## src/rtl/alu_issue_stage_pkg.sv

```systemverilog
// rtl/alu_issue_stage_pkg.sv - SIC-4 issue stage shared defs: fields, opcodes, ALU ops, FSM states
package alu_issue_stage_pkg;

    localparam int NREGS   = 4;
    localparam int DW      = 8;
    localparam int RA_W    = 2;
    localparam int INSTR_W = 16;

    localparam int OP_HI  = 15;
    localparam int OP_LO  = 13;
    localparam int RD_HI  = 11;
    localparam int RD_LO  = 10;
    localparam int RS1_HI = 9;
    localparam int RS1_LO = 8;
    localparam int RS2_HI = 7;
    localparam int RS2_LO = 6;
    localparam int IMM_HI = 7;
    localparam int IMM_LO = 0;

    typedef enum logic [2:0] {
        OP_ADD   = 3'b000,
        OP_SUB   = 3'b001,
        OP_SHIFT = 3'b010,
        OP_AND   = 3'b011,
        OP_LDI   = 3'b100,
        OP_NOP   = 3'b101,
        OP_ILL0  = 3'b110,
        OP_ILL1  = 3'b111
    } opcode_e;

    localparam logic [1:0] ALUOP_ADD   = 2'b00;
    localparam logic [1:0] ALUOP_SUB   = 2'b01;
    localparam logic [1:0] ALUOP_SHIFT = 2'b10;
    localparam logic [1:0] ALUOP_AND   = 2'b11;

    typedef enum logic [1:0] {
        ST_IDLE = 2'b00,
        ST_EXEC = 2'b01,
        ST_WB   = 2'b10
    } state_e;

    function automatic logic [1:0] aluop_of(input opcode_e op);
        case (op)
            OP_SUB:   return ALUOP_SUB;
            OP_SHIFT: return ALUOP_SHIFT;
            OP_AND:   return ALUOP_AND;
            default:  return ALUOP_ADD;
        endcase
    endfunction

endpackage

```

## src/rtl/sic4_regfile.sv

```systemverilog
// rtl/sic4_regfile.sv - NREGSxDW register file: two async reads, debug read, one sync write, async clear
module sic4_regfile #(
    parameter int NREGS = alu_issue_stage_pkg::NREGS,
    parameter int DW    = alu_issue_stage_pkg::DW,
    parameter int AW    = $clog2(NREGS)
) (
    input  logic          clk,
    input  logic          rst_n,
    input  logic          we,
    input  logic [AW-1:0] waddr,
    input  logic [DW-1:0] wdata,
    input  logic [AW-1:0] raddr1,
    output logic [DW-1:0] rdata1,
    input  logic [AW-1:0] raddr2,
    output logic [DW-1:0] rdata2,
    input  logic [AW-1:0] dbg_raddr,
    output logic [DW-1:0] dbg_rdata
);

    logic [DW-1:0] rf [NREGS];

    always_ff @(posedge clk or negedge rst_n) begin
        if (!rst_n) begin
            for (int i = 0; i < NREGS; i++) rf[i] <= '0;
        end else if (we) begin
            rf[waddr] <= wdata;
        end
    end

    assign rdata1    = rf[raddr1];
    assign rdata2    = rf[raddr2];
    assign dbg_rdata = rf[dbg_raddr];

endmodule

```

## src/rtl/alu_issue_stage.sv

```systemverilog
// rtl/alu_issue_stage.sv - SIC-4 decode/issue stage around the 8-bit ALU; ALU_FLAGS_EN adds zero_flag
module alu_issue_stage
    import alu_issue_stage_pkg::*;
(
    input  logic               clk,
    input  logic               rst_n,
    input  logic               in_valid,
    output logic               in_ready,
    input  logic [INSTR_W-1:0] in_instr,
    output logic [DW-1:0]      alu_a,
    output logic [DW-1:0]      alu_b,
    output logic [1:0]         alu_aluop,
    input  logic [DW-1:0]      alu_res,
    output logic               wb_valid,
    input  logic               wb_ready,
    output logic [RA_W-1:0]    wb_rd,
    output logic [DW-1:0]      wb_data,
    output logic               illegal,
    input  logic [RA_W-1:0]    dbg_raddr,
    output logic [DW-1:0]      dbg_rdata
`ifdef ALU_FLAGS_EN
    ,
    output logic               zero_flag
`endif
);

    state_e          state;
    opcode_e         op;
    logic [DW-1:0]   rs1_data;
    logic [DW-1:0]   rs2_data;
    logic            wb_fire;
    logic            unused_bit;

    assign op         = opcode_e'(in_instr[OP_HI:OP_LO]);
    assign unused_bit = in_instr[12];
    assign in_ready   = (state == ST_IDLE);
    assign wb_valid   = (state == ST_WB);
    assign wb_fire    = (state == ST_WB) && wb_ready;

    sic4_regfile #(.NREGS(NREGS), .DW(DW), .AW(RA_W)) u_rf (
        .clk       (clk),
        .rst_n     (rst_n),
        .we        (wb_fire),
        .waddr     (wb_rd),
        .wdata     (wb_data),
        .raddr1    (in_instr[RS1_HI:RS1_LO]),
        .rdata1    (rs1_data),
        .raddr2    (in_instr[RS2_HI:RS2_LO]),
        .rdata2    (rs2_data),
        .dbg_raddr (dbg_raddr),
        .dbg_rdata (dbg_rdata)
    );

    always_ff @(posedge clk or negedge rst_n) begin
        if (!rst_n) begin
            state     <= ST_IDLE;
            alu_a     <= '0;
            alu_b     <= '0;
            alu_aluop <= ALUOP_ADD;
            wb_rd     <= '0;
            wb_data   <= '0;
            illegal   <= 1'b0;
        end else begin
            illegal <= 1'b0;
            case (state)
                ST_IDLE: if (in_valid) begin
                    case (op)
                        OP_ADD, OP_SUB, OP_SHIFT, OP_AND: begin
                            alu_a     <= rs1_data;
                            alu_b     <= rs2_data;
                            alu_aluop <= aluop_of(op);
                            wb_rd     <= in_instr[RD_HI:RD_LO];
                            state     <= ST_EXEC;
                        end
                        OP_LDI: begin
                            wb_data <= in_instr[IMM_HI:IMM_LO];
                            wb_rd   <= in_instr[RD_HI:RD_LO];
                            state   <= ST_WB;
                        end
                        OP_NOP:  ;
                        default: illegal <= 1'b1;
                    endcase
                end
                ST_EXEC: begin
                    wb_data <= alu_res;
                    state   <= ST_WB;
                end
                ST_WB: if (wb_ready) state <= ST_IDLE;
                default: state <= ST_IDLE;
            endcase
        end
    end

`ifdef ALU_FLAGS_EN
    // Tracks the value most recently committed to the register file.
    always_ff @(posedge clk or negedge rst_n) begin
        if (!rst_n)       zero_flag <= 1'b0;
        else if (wb_fire) zero_flag <= (wb_data == '0);
    end
`endif

endmodule

```

## config.mk

```make
export PLATFORM = sky130hd
export DESIGN_NAME = alu_issue_stage
export DESIGN_NICKNAME = d
export VERILOG_FILES = /design/src/rtl/alu_issue_stage_pkg.sv /design/src/rtl/sic4_regfile.sv /design/src/rtl/alu_issue_stage.sv
export SDC_FILE = /design/constraint.sdc
export NUM_CORES = 1
export LEC_CHECK = 0
export CORE_MARGIN = 10
export CORE_UTILIZATION = 50
export DETAILED_ROUTE_END_ITERATION = 16
export PLACE_DENSITY_LB_ADDON = 0.25
export SLEW_MARGIN = 20
export SYNTH_ARGS = -nofsm -noshare
export SYNTH_HDL_FRONTEND = slang
export SYNTH_HIERARCHICAL = 1
export SYNTH_SLANG_ARGS = --single-unit
export TNS_END_PERCENT = 100
```

## constraint.sdc

```tcl
create_clock -name clk -period 5.85 [get_ports clk]
set_clock_uncertainty 0.15 [all_clocks]
set_input_delay 1.17 -clock clk [delete_from_list [all_inputs] [get_ports clk]]
set_output_delay 1.17 -clock clk [all_outputs]
set_load 0.02 [all_outputs]
```

==> summary.md, run 1 <==
| Metric | Value |
|---|---|
| Outcome | `finished clean` |
| Minimum hold slack | `~360 ps` |
| Leakage | `approximately 1.6 nW` |
| Count of distinct cell types in the synthesized netlist | `25` |
| Cell at the root of the clock tree | `sky130_fd_sc_hd__clkbuf_8` |
| Number of synthesized register bits | `63` |
| Worst R2R End | `u_rf/rf[30]$_DFFE_PN0P_` |
| Antenna viol nets, final | `0` |
| Max Clk Rate | `between 200 and 250 MHz` |
| Worst endpoint required time | `around 4500 ps` |
| Post-route minimum period | `about 4500 ps` |
| Data arrival time of the worst path | `approximately 3200 ps` |
| Global-route wire length before repair | `12,400 um` |
| Post-CTS sizing | `0` |
| Cell types occupying the most area after synthesis | `sky130_fd_sc_hd__dfrtp_1 50%, sky130_fd_sc_hd__mux4_2 17%, sky130_fd_sc_hd__mux2_2 15%` |
| TritonCTS clock tree | `built` |
| Clock-pin slew on the worst setup and hold paths | `70 ps` |
| Total of max-cap violations | `0` |
| Share of the synthesized area in the top cell type | `0.499` |
| Synthesized area divided by synthesized cell count | `around 16 sq um` |
| Number of I/O port buffers | `67` |
| End point of the most critical hold path | `alu_b[3]$_DFFE_PN0P_` |
| CP max-delay cell | `sky130_fd_sc_hd__clkdlybuf4s50_1` |
| Standard cell core area | `6030 sq um` |
| Endpoints failing setup | `0` |
| Total detailed-routing wirelength | `between 7000 and 8000 um` |
| Most Frequent Cell on Critical Path | `sky130_fd_sc_hd__clkdlybuf4s50_1` |
| Detailed router's first-iteration violation count | `108` |
| # IOs | `just under 70` |
| Sequential cell area | `between 1500 and 2000 sq um` |
| Post-placement setup slack | `1290 ps` |
| Number of instances in the synthesized netlist | `201` |
| Total power per unit cell area | `561 nW/um^2` |
| Vias per cell | `slightly above 6` |
| Final count of pins violating max slew | `0` |
| Reg2reg setup slack | `roughly 3500 ps` |
| Worst setup EP type | `output port` |
| Die X | `between 90 and 100 um` |
| Hold Startpoint | `alu_b[3]$_DFFE_PN0P_` |
| Period Utilization, post-route | `0.770` |
| Mapped Area | `3160 sq um` |
| Number of search-and-repair iterations in the first detailed-routing pass | `4` |
| Overflow after GRT | `0` |
| Clock buffer count from CTS | `9` |
| Maximum number of buffers from clock root to sink | `2` |
| Library cell with the largest summed area after synthesis | `sky130_fd_sc_hd__dfrtp_1` |
| Post-Synthesis Net Count | `roughly 230` |
| Vias in the first global route | `~2,300` |
| Classification of the worst-slack hold path | `flop to flop` |
| Fraction of layout cells with a size suffix above 1 | `0.364` |
| Die height | `around 100 um` |
| GR Util All Layers | `0.157` |
| Final count of hold timing violations | `0` |
| Sequential element share of the synthesized area | `0.499` |
| Multi-input gate area in the final layout | `around 1500 sq um` |
| Initial core utilization | `0.524` |
| Startpoint types | `input port` |
| Non-filler cells, final | `between 300 and 400` |
| Die area | `9900 sq um` |
| Depth of the worst register-to-register path | `4` |
| Fill cell instance count of the final layout | `approximately 460` |
| Ordered list of cells on the worst path | `clkdlybuf4s50_1 -> mux4_2 -> clkdlybuf4s50_1` |
| Largest driver fanout on the critical path | `8` |
| Launch point of the worst reg-to-reg path | `state[1]$_DFFE_PN0P_` |
| Cts hold-fix bufs | `0` |
| Fin nets | `approximately 300` |
| Post-synthesis to final-layout area growth | `29.5%` |
| Max H-tree Level | `3` |
| Yosys warning total | `6` |
| Number of antenna violations at the first check in global routing | `0` |
| Source-to-sink clock delay at the later pin of the worst-skew pair | `roughly 330 ps` |
| Actual transition at the worst max-transition pin | `~790 ps` |
| Average wire length per cell after detail routing | `~21 um` |
| Unrepaired setup endpoints after global routing | `no` |
| Total number of placement rows | `28` |
| Setup Buffers After CTS | `0` |
| Number of cells on the worst hold path | `1` |
| Worst vdd rail ir drop | `~0.32 mV` |
| Total vias in the final route | `approximately 2,100` |
| Setup_tns | `0 ps` |
| Headroom to the max-slew limit | `0.470` |
| Clock tree sinks | `63` |
| DR DRC count | `0` |
| Longest individual stage delay on the worst path | `about 860 ps` |
| Type of the worst setup path | `input port to output port` |
| Cell total after placement | `between 300 and 400` |
| Maximum number of pins on one net before global-route repair | `64` |
| Last weighted congestion value of the routability-driven placer | `~0.79` |
| Count of antenna diodes in the layout | `0` |
| Smallest setup slack after layout | `~1300 ps` |
[layout make-up]
type                    instances  area share
clock inverters                 3      0.0159
clock buffers                  13      0.0388
flip-flops and latches         63       0.385
well taps                      75      0.0229
multi-input cells             124       0.371
repair buffers                 69       0.166
[cells by family (layout without fill, tap and decap cells)]
logic type,after synthesis,in the layout,synth area share
multiplexers,76,76,0.367
flip-flops,63,63,0.499
AND/OR/NAND/NOR,37,37,0.0836
buffers and inverters,14,85,0.0257
AO/OA/AOI/OAI,11,11,0.0246
[layout by cell type (no fill, tap or decap), drive strengths merged, types with 2 or more instances in the layout]
| cell | instances |
|---|---|
| nand3 | 18 |
| mux4 | 24 |
| dfrtp | 63 |
| nor2b | 2 |
| nand3b | 10 |
| buf | 3 |
| clkdlybuf4s50 | 66 |
| clkbuf | 13 |
| bufinv | 2 |
| a22oi | 8 |
| mux2 | 52 |
[registers in the layout, indices dropped and copies added, names as in the netlist]
name,count
u_rf/rf,32
illegal,1
alu_aluop,2
wb_rd,2
state,2
alu_a,8
wb_data,8
alu_b,8
[power by group]
group | total, W | switching, W | internal [W]
logic | 0.00100 | 0.000399 | 0.000603
registers | 0.000872 | 0.000221 | 0.000651
clock network | 0.000421 | 0.000158 | 0.000263
[synth_stat cells]
cell and count:
sky130_fd_sc_hd__nor3b_4 1, sky130_fd_sc_hd__buf_6 1, sky130_fd_sc_hd__nor2b_1 2, sky130_fd_sc_hd__o21a_1 1, sky130_fd_sc_hd__and4_1 1, sky130_fd_sc_hd__a22oi_1 8
sky130_fd_sc_hd__nand3_1 17, sky130_fd_sc_hd__nand3_2 1, sky130_fd_sc_hd__nor2_1 1, sky130_fd_sc_hd__mux2_2 43, sky130_fd_sc_hd__and2_1 1, sky130_fd_sc_hd__buf_1 4
sky130_fd_sc_hd__dfrtp_1 63, sky130_fd_sc_hd__nor4bb_1 1, sky130_fd_sc_hd__buf_2 4, sky130_fd_sc_hd__clkbuf_1 4, sky130_fd_sc_hd__a21oi_1 1, sky130_fd_sc_hd__nand3b_2 2
sky130_fd_sc_hd__mux2_4 9, sky130_fd_sc_hd__buf_12 1, sky130_fd_sc_hd__mux4_2 24, sky130_fd_sc_hd__o21ai_0 1, sky130_fd_sc_hd__nand3b_1 8, sky130_fd_sc_hd__nor4b_2 1
sky130_fd_sc_hd__nand4bb_1 1
[metal layers]
metal  track usage  up-vias  wire length [um]
li1              -      920                 -
met1         0.195     1081              3090
met2         0.240       79              3470
met3        0.0747       14               671
met4        0.0397        0                99
met5             0        -                 0
[worst max-delay path, delay by kind of cell]
kind     cells  cell delay, ps
mux          1             590
buf+inv      2            1420
[worst max path at each step]
stage	start	end	slack [ps]	cells past startpoint
finish	dbg_raddr[0]	dbg_rdata[4]	1340	3
global route	dbg_raddr[0]	dbg_rdata[1]	1230	3
global placement	dbg_raddr[0]	dbg_rdata[2]	1280	3
detailed placement	dbg_raddr[0]	dbg_rdata[4]	1290	3
floorplan	dbg_raddr[0]	dbg_rdata[0]	2530	2
CTS	dbg_raddr[0]	dbg_rdata[4]	1290	3
[stage by stage]
step	util	area, sq um	total power, W
after floorplan	-	3160	0.00146
after global placement	0.641	3860	0.00186
after detailed placement	0.641	3860	0.00189
after CTS	0.678	4090	0.00232
after global routing	0.679	4090	0.00243
final	0.679	4090	0.00229
(Power assumes the default switching activity.)
==> run 2, diff against run 1 <==
--- a/config.mk
+++ b/config.mk
@@ -6,7 +6,7 @@
 export NUM_CORES = 1
 export LEC_CHECK = 0
 export CORE_MARGIN = 10
-export CORE_UTILIZATION = 50
+export CORE_UTILIZATION = 46
 export DETAILED_ROUTE_END_ITERATION = 16
 export PLACE_DENSITY_LB_ADDON = 0.25
 export SLEW_MARGIN = 20
==> constraint.sdc (replaced) <==
create_clock -name clk -period 4 [get_ports clk]
set_clock_uncertainty 0.15 [all_clocks]
set_input_delay 0.8 -clock clk [delete_from_list [all_inputs] [get_ports clk]]
set_output_delay 0.8 -clock clk [all_outputs]
set_load 0.02 [all_outputs]
==> run 2 against run 1 <==
  * Sequential share of layout area shrank 0.21 points
  * Total power grew 47%
  * Critical path depth grew 1
==> summary.md, run 2 (synthesis gave the netlist of run 1 again) <==
| Metric | Value |
|---|---|
| # IOs | `69` |
| Core Util, Final | `0.612` |
| Antenna viol nets, final | `0` |
| Last weighted congestion value of the routability-driven placer | `approximately 0.75` |
| Final count of hold timing violations | `0` |
| Max H-tree Level | `3` |
| Headroom to the max-slew limit | `0.448` |
| Die X | `approximately 100 um` |
| Destination of the critical timing path | `dbg_rdata[1]` |
| Vias per cell | `5.85` |
| Half-perimeter wire length of the detailed placement result | `between 5000 and 6000 um` |
| DP Area | `slightly below 4000 sq um` |
| Total number of placement rows | `30` |
| Maximum number of buffers from clock root to sink | `2` |
| Post-route minimum period | `about 3500 ps` |
| Die area | `about 11,000 sq um` |
| Endpoints failing setup | `0` |
| Post-synthesis to final-layout area growth | `30.2%` |
| Setup Buffers After CTS | `0` |
| Count of antenna diodes in the layout | `0` |
| Summed area of non-filler cells in the final layout | `slightly above 4000 sq um` |
| Most frequent standard cell in the layout excluding fill and tap cells | `sky130_fd_sc_hd__clkdlybuf4s50_1` |
| Non-filler cells, final | `roughly 360` |
| Total power per unit cell area | `a little over 800 nW/um^2` |
| Worst endpoint required time | `3050 ps` |
| Die height | `approximately 100 um` |
| DR DRC count | `0` |
| Average wire length per cell after detail routing | `between 20 and 25 um` |
| Most Frequent Cell on Critical Path | `sky130_fd_sc_hd__clkdlybuf4s50_1` |
| Source-to-sink clock delay at the later pin of the worst-skew pair | `approximately 340 ps` |
| Ordered list of cells on the worst path | `clkdlybuf4s50_1 -> buf_4 -> mux4_2 -> clkdlybuf4s50_1` |
| Max Clk Rate | `between 200 and 300 MHz` |
| Actual transition at the worst max-transition pin | `around 830 ps` |
| Reg2reg setup slack | `between 1500 and 2000 ps` |
| Total detailed-routing wirelength | `7540 um` |
| Classification of the worst-slack hold path | `flop to flop` |
| Outcome | `finished clean` |
| Global-route wire length before repair | `11,900 um` |
| Total of max-cap violations | `0` |
| Clock tree sinks | `63` |
| Largest register FFs | `32` |
| Standard cell core area | `~6700 sq um` |
| Post-CTS sizing | `0` |
| Worst vdd rail ir drop | `approximately 0.36 mV` |
| Largest register by flop count | `u_rf/rf` |
| Critical Path Start | `dbg_raddr[0]` |
| Clock buffer count from CTS | `9` |
| Vias in the first global route | `2,186` |
| Worst R2R End | `u_rf/rf[31]$_DFFE_PN0P_` |
| GR Util All Layers | `0.153` |
| Cell total after placement | `339` |
| Type of the worst setup path | `input port to output port` |
| Initial core utilization | `0.470` |
| Clock-pin slew on the worst setup and hold paths | `~70 ps` |
| Worst setup EP type | `output port` |
| TritonCTS clock tree | `built` |
| Unrepaired setup endpoints after global routing | `no` |
| Cell at the root of the clock tree | `sky130_fd_sc_hd__clkbuf_8` |
| Number of search-and-repair iterations in the first detailed-routing pass | `4` |
| Overflow after GRT | `0` |
| Cts hold-fix bufs | `0` |
| Leading cell types in the layout, fill and taps excluded | `66 x sky130_fd_sc_hd__clkdlybuf4s50_1, 63 x sky130_fd_sc_hd__dfrtp_1, 43 x sky130_fd_sc_hd__mux2_2` |
| Depth of the worst register-to-register path | `4` |
| Fin nets | `300` |
| Period Utilization, post-route | `0.879` |
| Maximum number of pins on one net before global-route repair | `40` |
| Detailed router's first-iteration violation count | `just over 80` |
| Final count of pins violating max slew | `0` |
| Number of I/O port buffers | `67` |
| Launch point of the worst reg-to-reg path | `state[1]$_DFFE_PN0P_` |
| Data arrival time of the worst path | `approximately 2600 ps` |
| Longest individual stage delay on the worst path | `between 500 and 600 ps` |
| Minimum hold slack | `between 300 and 400 ps` |
| Setup_tns | `0 ps` |
| Total vias in the final route | `~2,100` |
| Largest driver fanout on the critical path | `8` |
| Leakage | `approximately 1.6 nW` |
| Startpoint types | `input port` |
| CP max-delay cell | `sky130_fd_sc_hd__clkdlybuf4s50_1` |
| Number of antenna violations at the first check in global routing | `0` |
| Fraction of layout cells with a size suffix above 1 | `0.367` |
==> run 2: cell types whose count changed in the layout (fill, tap and decap cells not counted), sizes merged <==
cell,previous run,this run
buf,3,6
==> run 2: per-layer routing <==
layer,wire [um],vias up,GRT usage,share of wire
met5,0,-,0,0
met4,194,0,0.0930,0.026
met3,662,14,0.0563,0.088
met1,3230,1059,0.185,0.43
li1,-,925,-,-
met2,3450,77,0.227,0.46
==> run 2: worst min path at each step <==
stage	end	slack, ps	depth (start not counted)	start
floorplan	alu_a[0]$_DFFE_PN0P_	350	0	rst_n
global placement	alu_a[7]$_DFFE_PN0P_	340	1	alu_a[7]$_DFFE_PN0P_
detailed placement	alu_a[6]$_DFFE_PN0P_	350	1	alu_a[6]$_DFFE_PN0P_
CTS	alu_b[3]$_DFFE_PN0P_	360	1	alu_b[3]$_DFFE_PN0P_
global route	alu_b[3]$_DFFE_PN0P_	370	1	alu_b[3]$_DFFE_PN0P_
finish	alu_a[7]$_DFFE_PN0P_	360	1	alu_a[7]$_DFFE_PN0P_
==> run 2: stage by stage <==
| step | worst slack (ps) | power, W |
|---|---|---|
| after global placement | 472 | 0.00273 |
| after floorplan | 1420 | 0.00214 |
| after global routing | 425 | 0.00357 |
| final | 484 | 0.00337 |
| after detailed placement | 472 | 0.00277 |
| after CTS | 468 | 0.00341 |
==> run 2: critical path: cells and delay by family <==
family / cells / cell delay, ps
muxes: 1 / 530
buffers and inverters: 3 / 1230
==> run 2: cell type report <==
type	instances	area (sq um)
Fill cell	526	2610
Sequential cell	63	1580
Multi-Input combinational cell	124	1510
Timing Repair Buffer	72	703
Clock buffer	13	159
Tap cell	80	100
Clock inverter	3	65.1
==> run 2: report_power, final <==
group	internal, W	total, W	switching, W	leakage (nW)
registers	0.000952	0.00127	0.000318	0.721
clock network	0.000385	0.000628	0.000244	0.114
logic	0.000889	0.00147	0.000582	0.781
